$ cat src/rtl/pci_arbiter_if.sv
`default_nettype none
// ============================================================================
//  Module   : pci_arbiter_if
//  Purpose  : Bundle of PCI arbitration signals: per-master REQ#/GNT#, the
//             shared FRAME#/IRDY# sense lines and the arbiter status outputs.
//             The master modport is the arbiter side; slave is the bus side.
//  Revision : 1.0  initial release
// ============================================================================
interface pci_arbiter_if #(
    parameter int N_MASTERS = 2
);
    localparam int c_OWNER_W = (N_MASTERS > 1) ? $clog2(N_MASTERS) : 1;

    logic [N_MASTERS-1:0] req_n;
    logic                 frame_n;
    logic                 irdy_n;
    logic [N_MASTERS-1:0] gnt_n;
    logic [c_OWNER_W-1:0] owner;
    logic                 bus_busy;

    modport master (
        input  req_n,
        input  frame_n,
        input  irdy_n,
        output gnt_n,
        output owner,
        output bus_busy
    );

    modport slave (
        output req_n,
        output frame_n,
        output irdy_n,
        input  gnt_n,
        input  owner,
        input  bus_busy
    );
endinterface
`default_nettype wire

$ cat src/rtl/pci_arbiter.sv
`default_nettype none
// ============================================================================
//  Module   : pci_arbiter
//  Purpose  : Round-robin PCI bus arbiter with grant timeout, one-cycle bus
//             turnaround and optional bus parking.
//             Optional feature macro: PCI_ARB_PARK_EN (compiles in the PARK
//             state; without it PARK_MASTER is only range-checked).
//  Revision : 1.0  initial release
// ============================================================================
module pci_arbiter #(
    parameter int N_MASTERS   = 2,
    parameter int GNT_TIMEOUT = 16,
    parameter int PARK_MASTER = 0
) (
    input  wire logic       clk,
    input  wire logic       reset_n,
    pci_arbiter_if.master   bus
);

    localparam int c_OWNER_W = (N_MASTERS > 1) ? $clog2(N_MASTERS) : 1;
    localparam int c_CNT_W   = 8;

    localparam logic [c_CNT_W-1:0]   c_CNT_MAX   = '1;
    localparam logic [c_CNT_W-1:0]   c_TIMEOUT   = c_CNT_W'(GNT_TIMEOUT);
    localparam logic [N_MASTERS-1:0] c_ALL_HIGH  = '1;
    localparam logic [N_MASTERS-1:0] c_ONE       = {{(N_MASTERS-1){1'b0}}, 1'b1};
    localparam logic [c_OWNER_W-1:0] c_RST_OWNER = c_OWNER_W'(N_MASTERS - 1);
`ifdef PCI_ARB_PARK_EN
    localparam logic [c_OWNER_W-1:0] c_PARK_IDX  = c_OWNER_W'(PARK_MASTER);
`endif

    localparam bit c_PARAMS_OK = (N_MASTERS >= 2) && (N_MASTERS <= 8) &&
                                 (GNT_TIMEOUT >= 1) && (GNT_TIMEOUT <= 255) &&
                                 (PARK_MASTER >= 0) && (PARK_MASTER < N_MASTERS);

    // Reject out-of-range configurations at elaboration time
    generate
        if (!c_PARAMS_OK) begin : g_paramError
            $error("pci_arbiter: parameter out of range");
        end
    endgenerate

    typedef enum logic [2:0] {
        ST_IDLE  = 3'd0,
        ST_GRANT = 3'd1,
        ST_BUSY  = 3'd2,
`ifdef PCI_ARB_PARK_EN
        ST_PARK  = 3'd4,
`endif
        ST_DEAD  = 3'd3
    } arbState_t;

    arbState_t              r_state;
    arbState_t              w_stateNext;
    logic [N_MASTERS-1:0]   r_gntN;
    logic [N_MASTERS-1:0]   w_gntNNext;
    logic [c_OWNER_W-1:0]   r_owner;
    logic [c_OWNER_W-1:0]   w_ownerNext;
    logic                   r_busBusy;
    logic [c_CNT_W-1:0]     r_cnt;
    logic [c_CNT_W-1:0]     w_cntNext;
    logic [c_CNT_W-1:0]     w_cntInc;
    logic                   r_armed;
    logic                   w_busIdle;
    logic                   w_anyReq;
    logic [c_OWNER_W-1:0]   w_winner;

    // First requester strictly after 'last', wrapping; 'last' itself is tried last
    function automatic logic [c_OWNER_W-1:0] rrPick(
        input logic [N_MASTERS-1:0] reqN,
        input logic [c_OWNER_W-1:0] last
    );
        logic [c_OWNER_W-1:0] pick;
        logic                 found;
        int                   idx;
        pick  = last;
        found = 1'b0;
        for (int i = 1; i <= N_MASTERS; i++) begin
            idx = int'(last) + i;
            if (idx >= N_MASTERS) begin
                idx = idx - N_MASTERS;
            end
            if (!found && !reqN[idx[c_OWNER_W-1:0]]) begin
                pick  = idx[c_OWNER_W-1:0];
                found = 1'b1;
            end
        end
        return pick;
    endfunction

    // Active-low grant vector with only bit 'idx' asserted
    function automatic logic [N_MASTERS-1:0] grantMask(input logic [c_OWNER_W-1:0] idx);
        return ~(c_ONE << idx);
    endfunction

    assign w_busIdle = bus.frame_n & bus.irdy_n;
    assign w_anyReq  = ~(&bus.req_n);
    assign w_winner  = rrPick(bus.req_n, r_owner);
    assign w_cntInc  = (r_cnt == c_CNT_MAX) ? r_cnt : r_cnt + 1'b1;

    // Next-state and next-output decode; grants are registered from these
    always_comb begin
        w_stateNext = r_state;
        w_gntNNext  = r_gntN;
        w_ownerNext = r_owner;
        w_cntNext   = r_cnt;
        case (r_state)
            ST_IDLE: begin
                w_gntNNext = c_ALL_HIGH;
                // r_armed holds off arbitration for the first edge after reset
                if (r_armed) begin
                    if (w_anyReq && w_busIdle) begin
                        w_stateNext = ST_GRANT;
                        w_ownerNext = w_winner;
                        w_gntNNext  = grantMask(w_winner);
                        w_cntNext   = '0;
                    end
`ifdef PCI_ARB_PARK_EN
                    else if (!w_anyReq) begin
                        w_stateNext = ST_PARK;
                        w_ownerNext = c_PARK_IDX;
                        w_gntNNext  = grantMask(c_PARK_IDX);
                    end
`endif
                end
            end
            ST_GRANT: begin
                // FRAME# wins over both request withdrawal and timeout
                if (!bus.frame_n) begin
                    w_stateNext = ST_BUSY;
                    w_gntNNext  = c_ALL_HIGH;
                end else if (bus.req_n[r_owner]) begin
                    w_stateNext = ST_DEAD;
                    w_gntNNext  = c_ALL_HIGH;
                end else begin
                    w_cntNext = w_cntInc;
                    if (w_cntInc >= c_TIMEOUT) begin
                        w_stateNext = ST_DEAD;
                        w_gntNNext  = c_ALL_HIGH;
                    end
                end
            end
            ST_BUSY: begin
                w_gntNNext = c_ALL_HIGH;
                if (w_busIdle) begin
                    w_stateNext = ST_DEAD;
                end
            end
            ST_DEAD: begin
                w_gntNNext  = c_ALL_HIGH;
                w_stateNext = ST_IDLE;
            end
`ifdef PCI_ARB_PARK_EN
            ST_PARK: begin
                // Parked master already holds GNT#, so its own request needs no turnaround
                if (!bus.frame_n) begin
                    w_stateNext = ST_BUSY;
                    w_gntNNext  = c_ALL_HIGH;
                end else if (!bus.req_n[c_PARK_IDX]) begin
                    w_stateNext = ST_GRANT;
                    w_cntNext   = '0;
                end else if (w_anyReq) begin
                    w_stateNext = ST_DEAD;
                    w_gntNNext  = c_ALL_HIGH;
                end
            end
`endif
            default: begin
                w_stateNext = ST_IDLE;
                w_gntNNext  = c_ALL_HIGH;
            end
        endcase
    end

    // State and output registers; reset releases all grants immediately
    always_ff @(posedge clk or negedge reset_n) begin
        if (!reset_n) begin
            r_state   <= ST_IDLE;
            r_gntN    <= c_ALL_HIGH;
            r_owner   <= c_RST_OWNER;
            r_busBusy <= 1'b0;
            r_cnt     <= '0;
            r_armed   <= 1'b0;
        end else begin
            r_state   <= w_stateNext;
            r_gntN    <= w_gntNNext;
            r_owner   <= w_ownerNext;
            r_busBusy <= (w_stateNext == ST_BUSY);
            r_cnt     <= w_cntNext;
            r_armed   <= 1'b1;
        end
    end

    assign bus.gnt_n    = r_gntN;
    assign bus.owner    = r_owner;
    assign bus.bus_busy = r_busBusy;

endmodule
`default_nettype wire

$ cat src/flat_wrapper.sv
// flat-port wrapper written by rule: the top's interface ports become plain ports
module pci_arbiter_flat 
#(
    parameter int N_MASTERS   = 2,
    parameter int GNT_TIMEOUT = 16,
    parameter int PARK_MASTER = 0
)
  (clk, reset_n, bus_req_n, bus_frame_n, bus_irdy_n, bus_gnt_n, bus_owner, bus_bus_busy);
  pci_arbiter_if #(.N_MASTERS(N_MASTERS)) bus_i ();
  input  wire logic clk;
  input  wire logic reset_n;
  input wire logic [$bits(bus_i.req_n)-1:0] bus_req_n;
  input wire logic [$bits(bus_i.frame_n)-1:0] bus_frame_n;
  input wire logic [$bits(bus_i.irdy_n)-1:0] bus_irdy_n;
  output wire logic [$bits(bus_i.gnt_n)-1:0] bus_gnt_n;
  output wire logic [$bits(bus_i.owner)-1:0] bus_owner;
  output wire logic [$bits(bus_i.bus_busy)-1:0] bus_bus_busy;
  assign bus_i.req_n = bus_req_n;
  assign bus_i.frame_n = bus_frame_n;
  assign bus_i.irdy_n = bus_irdy_n;
  assign bus_gnt_n = bus_i.gnt_n;
  assign bus_owner = bus_i.owner;
  assign bus_bus_busy = bus_i.bus_busy;
  pci_arbiter #(.N_MASTERS(N_MASTERS), .GNT_TIMEOUT(GNT_TIMEOUT), .PARK_MASTER(PARK_MASTER)) u_core (.clk(clk), .reset_n(reset_n), .bus(bus_i));
endmodule
$ cat config.mk
export PLATFORM = sky130hd
export DESIGN_NAME = pci_arbiter_flat
export DESIGN_NICKNAME = d
export VERILOG_FILES = /design/src/rtl/pci_arbiter_if.sv /design/src/rtl/pci_arbiter.sv /design/src/flat_wrapper.sv
export SDC_FILE = /design/constraint.sdc
export NUM_CORES = 1
export LEC_CHECK = 0
export CAP_MARGIN = 5
export CORE_MARGIN = 3
export CORE_UTILIZATION = 50
export DETAILED_ROUTE_END_ITERATION = 7
export GPL_ROUTABILITY_DRIVEN = 0
export PLACE_DENSITY = 0.72
export SYNTH_ARGS = -nofsm -noshare
export SYNTH_HDL_FRONTEND = slang
export SYNTH_SLANG_ARGS = --single-unit
export TNS_END_PERCENT = 50
$ cat constraint.sdc
create_clock -name clk -period 1.8 [get_ports clk]
set_input_delay 0.36 -clock clk [delete_from_list [all_inputs] [get_ports clk]]
set_output_delay 0.36 -clock clk [all_outputs]
set_load 0.05 [all_outputs]
Yosys cells after proc, flatten, opt, wreduce, memory -nomap -nowiden
Index checks and enable logic that the tools add are counted.
{ "word_totals": {"ff_bits": 16, "inputBits": 6, "out_inout_bits": 4, "wordCells": 67} }
{ "op_classes": {"n_addsub": 5, "n_lt_le_gt_ge": 6, "n_eq_ne": 9, "shift": 1, "muxes": 29, "bitwise": 3, "n_reduce_logical": 8} }
{ "ops": {"columns": ["op", "count"], "rows": [
  ["8-bit two-way mux", 5],
  ["3-bit two-way mux", 6],
  ["8-bit case mux with 2 select lines", 1],
  ["1-bit two-way mux", 10],
  ["2-bit two-way mux", 5],
  ["3-bit case mux with 3 select lines", 1],
  ["8-bit by 1-bit adder with 8-bit output, second input constant", 1],
  ["8-bit == test, second input constant", 1],
  ["8-bit by 5-bit >= comparator with 1-bit output, second input constant", 1],
  ["3-bit by 2-bit == test with 1-bit output, second input constant", 2],
  ["1-bit by 2-bit less-than comparator with 1-bit output, second input constant", 3],
  ["5-bit AND reduction", 1],
  ["2-bit by 1-bit inequality test with 1-bit output, second input constant", 2],
  ["2-bit inequality test, second input constant", 2],
  ["4-bit by 2-bit inequality test with 1-bit output, second input constant", 1],
  ["2-bit case mux with 2 select lines", 1],
  ["1-bit by 2-bit adder with 3-bit output, second input constant", 1],
  ["3-bit by 1-bit == test with 1-bit output, second input constant", 1],
  ["3-bit by 2-bit >= comparator with 1-bit output, second input constant", 1],
  ["3-bit logical NOT", 1],
  ["3-bit AND reduction", 1],
  ["1-bit by 1-bit adder with 2-bit output, second input constant", 1],
  ["2-bit >= comparator, second input constant", 1],
  ["1-bit logical AND", 2],
  ["8 further kinds", 9]
]} }

Logic depth before layout (Yosys ltp)
{ "logic_depth": {"word_depth": 13, "ltp_mapped": 5, "depth_no_buf": 5} }

Worst setup path after synthesis
OpenSTA, ideal clock, no wires.
{ "synth_timing": {"path_kind": "flip-flop to flip-flop", "start": "reg u_core.r_owner (netlist: u_core.bus.owner)", "end": "reg u_core.r_cnt[3]", "setup_time_ns": 0.073, "t_arrival_ns": 1.697, "t_required_ns": 1.727, "slack_ns": 0.030, "stages_incl_launch_ff": 5, "path_buffers": 0, "period_less_slack_ns": 1.770, "path_cell_list": "dfstp_2 mux2i_4 o211ai_4 or3_1 a21oi_2"} }
{ "synth_between": {"elab_chain_len": 4} }
{ "synth_rtl": {"columns": ["element", "line", "text"], "rows": [
  ["start, declared", "pci_arbiter.sv:57", "logic [c_OWNER_W-1:0] r_owner;"],
  ["start signal, assigned", "pci_arbiter.sv:180", "r_owner <= c_RST_OWNER;"],
  ["start signal, assigned", "pci_arbiter.sv:187", "r_owner <= w_ownerNext;"],
  ["1-bit two-way mux (not written as such) (2 in a row)", "pci_arbiter.sv:132", "end else if (bus.req_n[r_owner]) begin"],
  ["2-bit inequality test (no line)", null, null],
  ["5-bit AND reduction (no line)", null, null],
  ["end signal, assigned", "pci_arbiter.sv:189", "r_cnt <= w_cntNext;"],
  ["end, declared", "pci_arbiter.sv:60", "logic [c_CNT_W-1:0] r_cnt;"]
]} }
Every way passes these cells. The select of a mux whose other input is x is not followed.
A chain may end at the register's enable or synchronous reset.

Worst setup path in the final report
Same ends and word-level chain as after synthesis.

==> flow_summary.rst <==
.. list-table::
   :header-rows: 1

   * - Metric
     - Value
   * - Tot GR Track Use
     - 0.153
   * - Final critical delay including setup and external delays
     - 1610 ps
   * - H-tree depth
     - 1
   * - Total number of placement rows
     - 14
   * - IO buf count
     - 9
   * - Fraction of synthesized area in multiplexers
     - 0.0604
   * - Synth area leader
     - dfrtp_1
   * - Count of antenna-violating nets left after detailed routing
     - 0
   * - Final-report max-slew violation count
     - 0
   * - DRC violations left
     - 0
   * - Adder-cell area share of the yosys netlist
     - 0.0144
   * - Root buf cell
     - clkbuf_4
   * - Antenna violations before repair
     - 0
   * - Share of the clock period used by the worst path
     - 0.893
   * - Buffers inserted during post-CTS setup optimization
     - 0
   * - Share of the synthesized area in the top cell type
     - 0.374
   * - Wire length per cell after detailed routing
     - 13.2 um
   * - Clock tree from TritonCTS
     - done
   * - Wire length of the first global-routing pass
     - 2390 um
   * - Total via count in the routed design
     - 675
   * - Flip-flop and latch count after synthesis
     - 16
   * - Number of gates given a new drive strength after cts
     - 0
   * - Total cell area at the placement stage
     - 1040 um2
   * - Initial core utilization
     - 0.552
   * - Worst clock skew
     - 9.71 ps
   * - Startpoint types
     - flop
   * - Total negative slack for setup checks
     - 0 ps
   * - Area of the core
     - 1580 um2
   * - Largest net degree at the start of global routing
     - 17
   * - Top area cells in the synthesized netlist
     - dfrtp_1 37%, dfstp_2 9.1%, mux2i_1 3.5%, nor2_1 3.5%, and3_1 2.9%
   * - Number of clock sinks seen by CTS
     - 16
   * - Clock buffer count from CTS
     - 3
   * - Final instance area
     - 1070 um2
   * - Max clock buf depth
     - 2
   * - Critical path endpoint category
     - flop
   * - Share of the yosys chip area belonging to registers
     - 0.465
   * - Complex-gate fraction of the synthesized area
     - 0.151
   * - Total Wirelength
     - 1600 um
   * - Mean number of vias per cell
     - 5.58
   * - Mapped Nets
     - 92
   * - Status
     - completed
   * - Fin. Hold Viols
     - 0
   * - Crit Path Max Fanout
     - 6
   * - IR drop worst, VDD
     - 583 uV
   * - Leakage power summed over all cells
     - 0.498 nW
   * - Arrival time of data at the critical path endpoint
     - 1840 ps
   * - Achievable clock frequency
     - 622 MHz
   * - Simple logic cell fraction of the synthesized area
     - 0.262
   * - Net total in the final layout
     - 113
   * - Path category of the worst min-delay check
     - in2async
   * - RSZ-0062 raised after global routing
     - false
   * - Leading cell type in the layout, fill and taps excluded
     - dfrtp_1
   * - Most used cells in the layout excluding fill and tap cells
     - 13 x dfrtp_1, 11 x buf_4, 8 x nor2_1
   * - Cells after Synth
     - 85
   * - Worst-skew pair later-pin latency
     - 290 ps
   * - Die Footprint
     - 2280 um2
   * - DRC marker count from the first detailed-route iteration
     - 9
   * - Router iterations before antenna repair
     - 4
   * - Crit path required time
     - 2040 ps
   * - Yosys cell types
     - 33
   * - Vertical extent of the die
     - 47.7 um
   * - Critical Setup Path Class
     - reg2reg
   * - Number of failing setup endpoints in the final timing report
     - 0
   * - Proportion of synthesized flip-flops having asynchronous set or reset
     - 1.00
   * - Number of maximum-capacitance violations
     - 0
   * - Final HPWL from detailed placement
     - 1220 um
   * - Post-synthesis share of cell area spent on xor and xnor gates
     - 0.0201
   * - PD cells
     - 791 nW/um2
   * - Post-synthesis average cell area
     - 10.2 um2
   * - Count of boundary I/O pins
     - 10
   * - Total congestion overflow
     - 0
   * - Share of final-layout standard cells stronger than drive strength 1
     - 0.257
   * - Antenna Diode Count
     - 0
   * - Top FF cell, synth
     - dfrtp_1
   * - Total number of yosys warnings
     - 0
   * - Die X-Extent
     - 47.7 um
   * - Via count of the first global-routing pass
     - 585
   * - Area grow syn2layout
     - 23.5%
   * - Cell area after technology mapping
     - 870 um2
   * - CTS hold repair buffers
     - 0
   * - Post-CTS clock slew at the launch and capture registers of the worst setup and hold paths
     - 100 ps
   * - Main combinational cell family by area after synthesis
     - simple AND/OR/NAND/NOR gates
   * - Number of flops mapped to enable cells by yosys
     - 0
path summary, 6_finish.rpt:
check	from	endpoint	slack [ps]	cells past startpoint
max in group asynchronous	reset_n	u_core.bus.gnt_n[0]	1170	2
min in group clk	u_core.r_state[2]	u_core.r_state[1]	560	1
min reg2reg	u_core.r_state[2]	u_core.r_state[1]	560	1
max	u_core.bus.owner	u_core.r_cnt[3]	190	4
max reg2reg	u_core.bus.owner	u_core.r_cnt[3]	190	4
min	reset_n	u_core.r_cnt[3]	370	2
kinds of logic (layout without fill, tap and decap cells):
family	Yosys count	count (layout)
multiplexers	4	4
AO/OA/AOI/OAI	17	17
XOR/XNOR	2	2
AND/OR/NAND/NOR	39	39
buffers and inverters	4	24
adder cells (fa/ha/maj)	1	1
flip-flops	16	16
other	2	2
final cells by class:
type | instances | area (um2)
fill | 117 | 503
multi-input combinational | 65 | 449
sequential | 16 | 404
timing repair buffer | 17 | 153
clock buffer | 4 | 36.3
tap | 16 | 20.0
inverter | 3 | 11.3
cell usage after synthesis, drive strengths merged, types with 2 or more instances:
library cell	instances
a31o	2
nor2	8
nand2	5
nand4	3
a31oi	2
a21oi	4
o21ai	4
dfrtp	13
conb	2
a211oi	2
inv	3
and4	3
dfstp	3
nand3	2
nand2b	2
mux2i	4
or3	3
nor3	5
and3	4
layer usage:
layer | track usage | vias to the layer above | share of wire
met5 | 0 | - | 0
li1 | - | 351 | -
met3 | 0.0338 | 4 | 0.032
met2 | 0.224 | 10 | 0.43
met4 | 0.0645 | 0 | 0.012
met1 | 0.218 | 310 | 0.52
sequential cells by signal, indices dropped and copies added, names as in the netlist:
register,flops
u_core.r_cnt,8
u_core.r_state,3
u_core.bus.gnt_n,2
u_core.bus.bus_busy,1
u_core.bus.owner,1
u_core.r_armed,1
power by group:
part	switching [W]	internal, W	total [W]
clock network	0.000117	0.000123	0.000241
logic	0.0000881	0.0000952	0.000183
registers	0.0000361	0.000389	0.000425
through the flow:
step           setup slack [ps]  hold slack (ps)  cells   util  total power, W
2_1_floorplan              29.5             64.4     85      -        0.000524
3_3_place_gp              -12.6              529    117  0.658        0.000613
3_5_place_dp              -28.3              552    117  0.658        0.000616
4_1_cts                     187              373    121  0.681        0.000859
5_1_grt                    81.3              396    121  0.681        0.000886
6_report                    193              370    121  0.681        0.000849
critical path: stages, from the launching register on:
cell and delay [ps]:
dfstp_2 640, mux2i_4 310, o211ai_4 130, or3_1 370, a21oi_2 110
No activity file was read; power rests on OpenSTA's default activity.
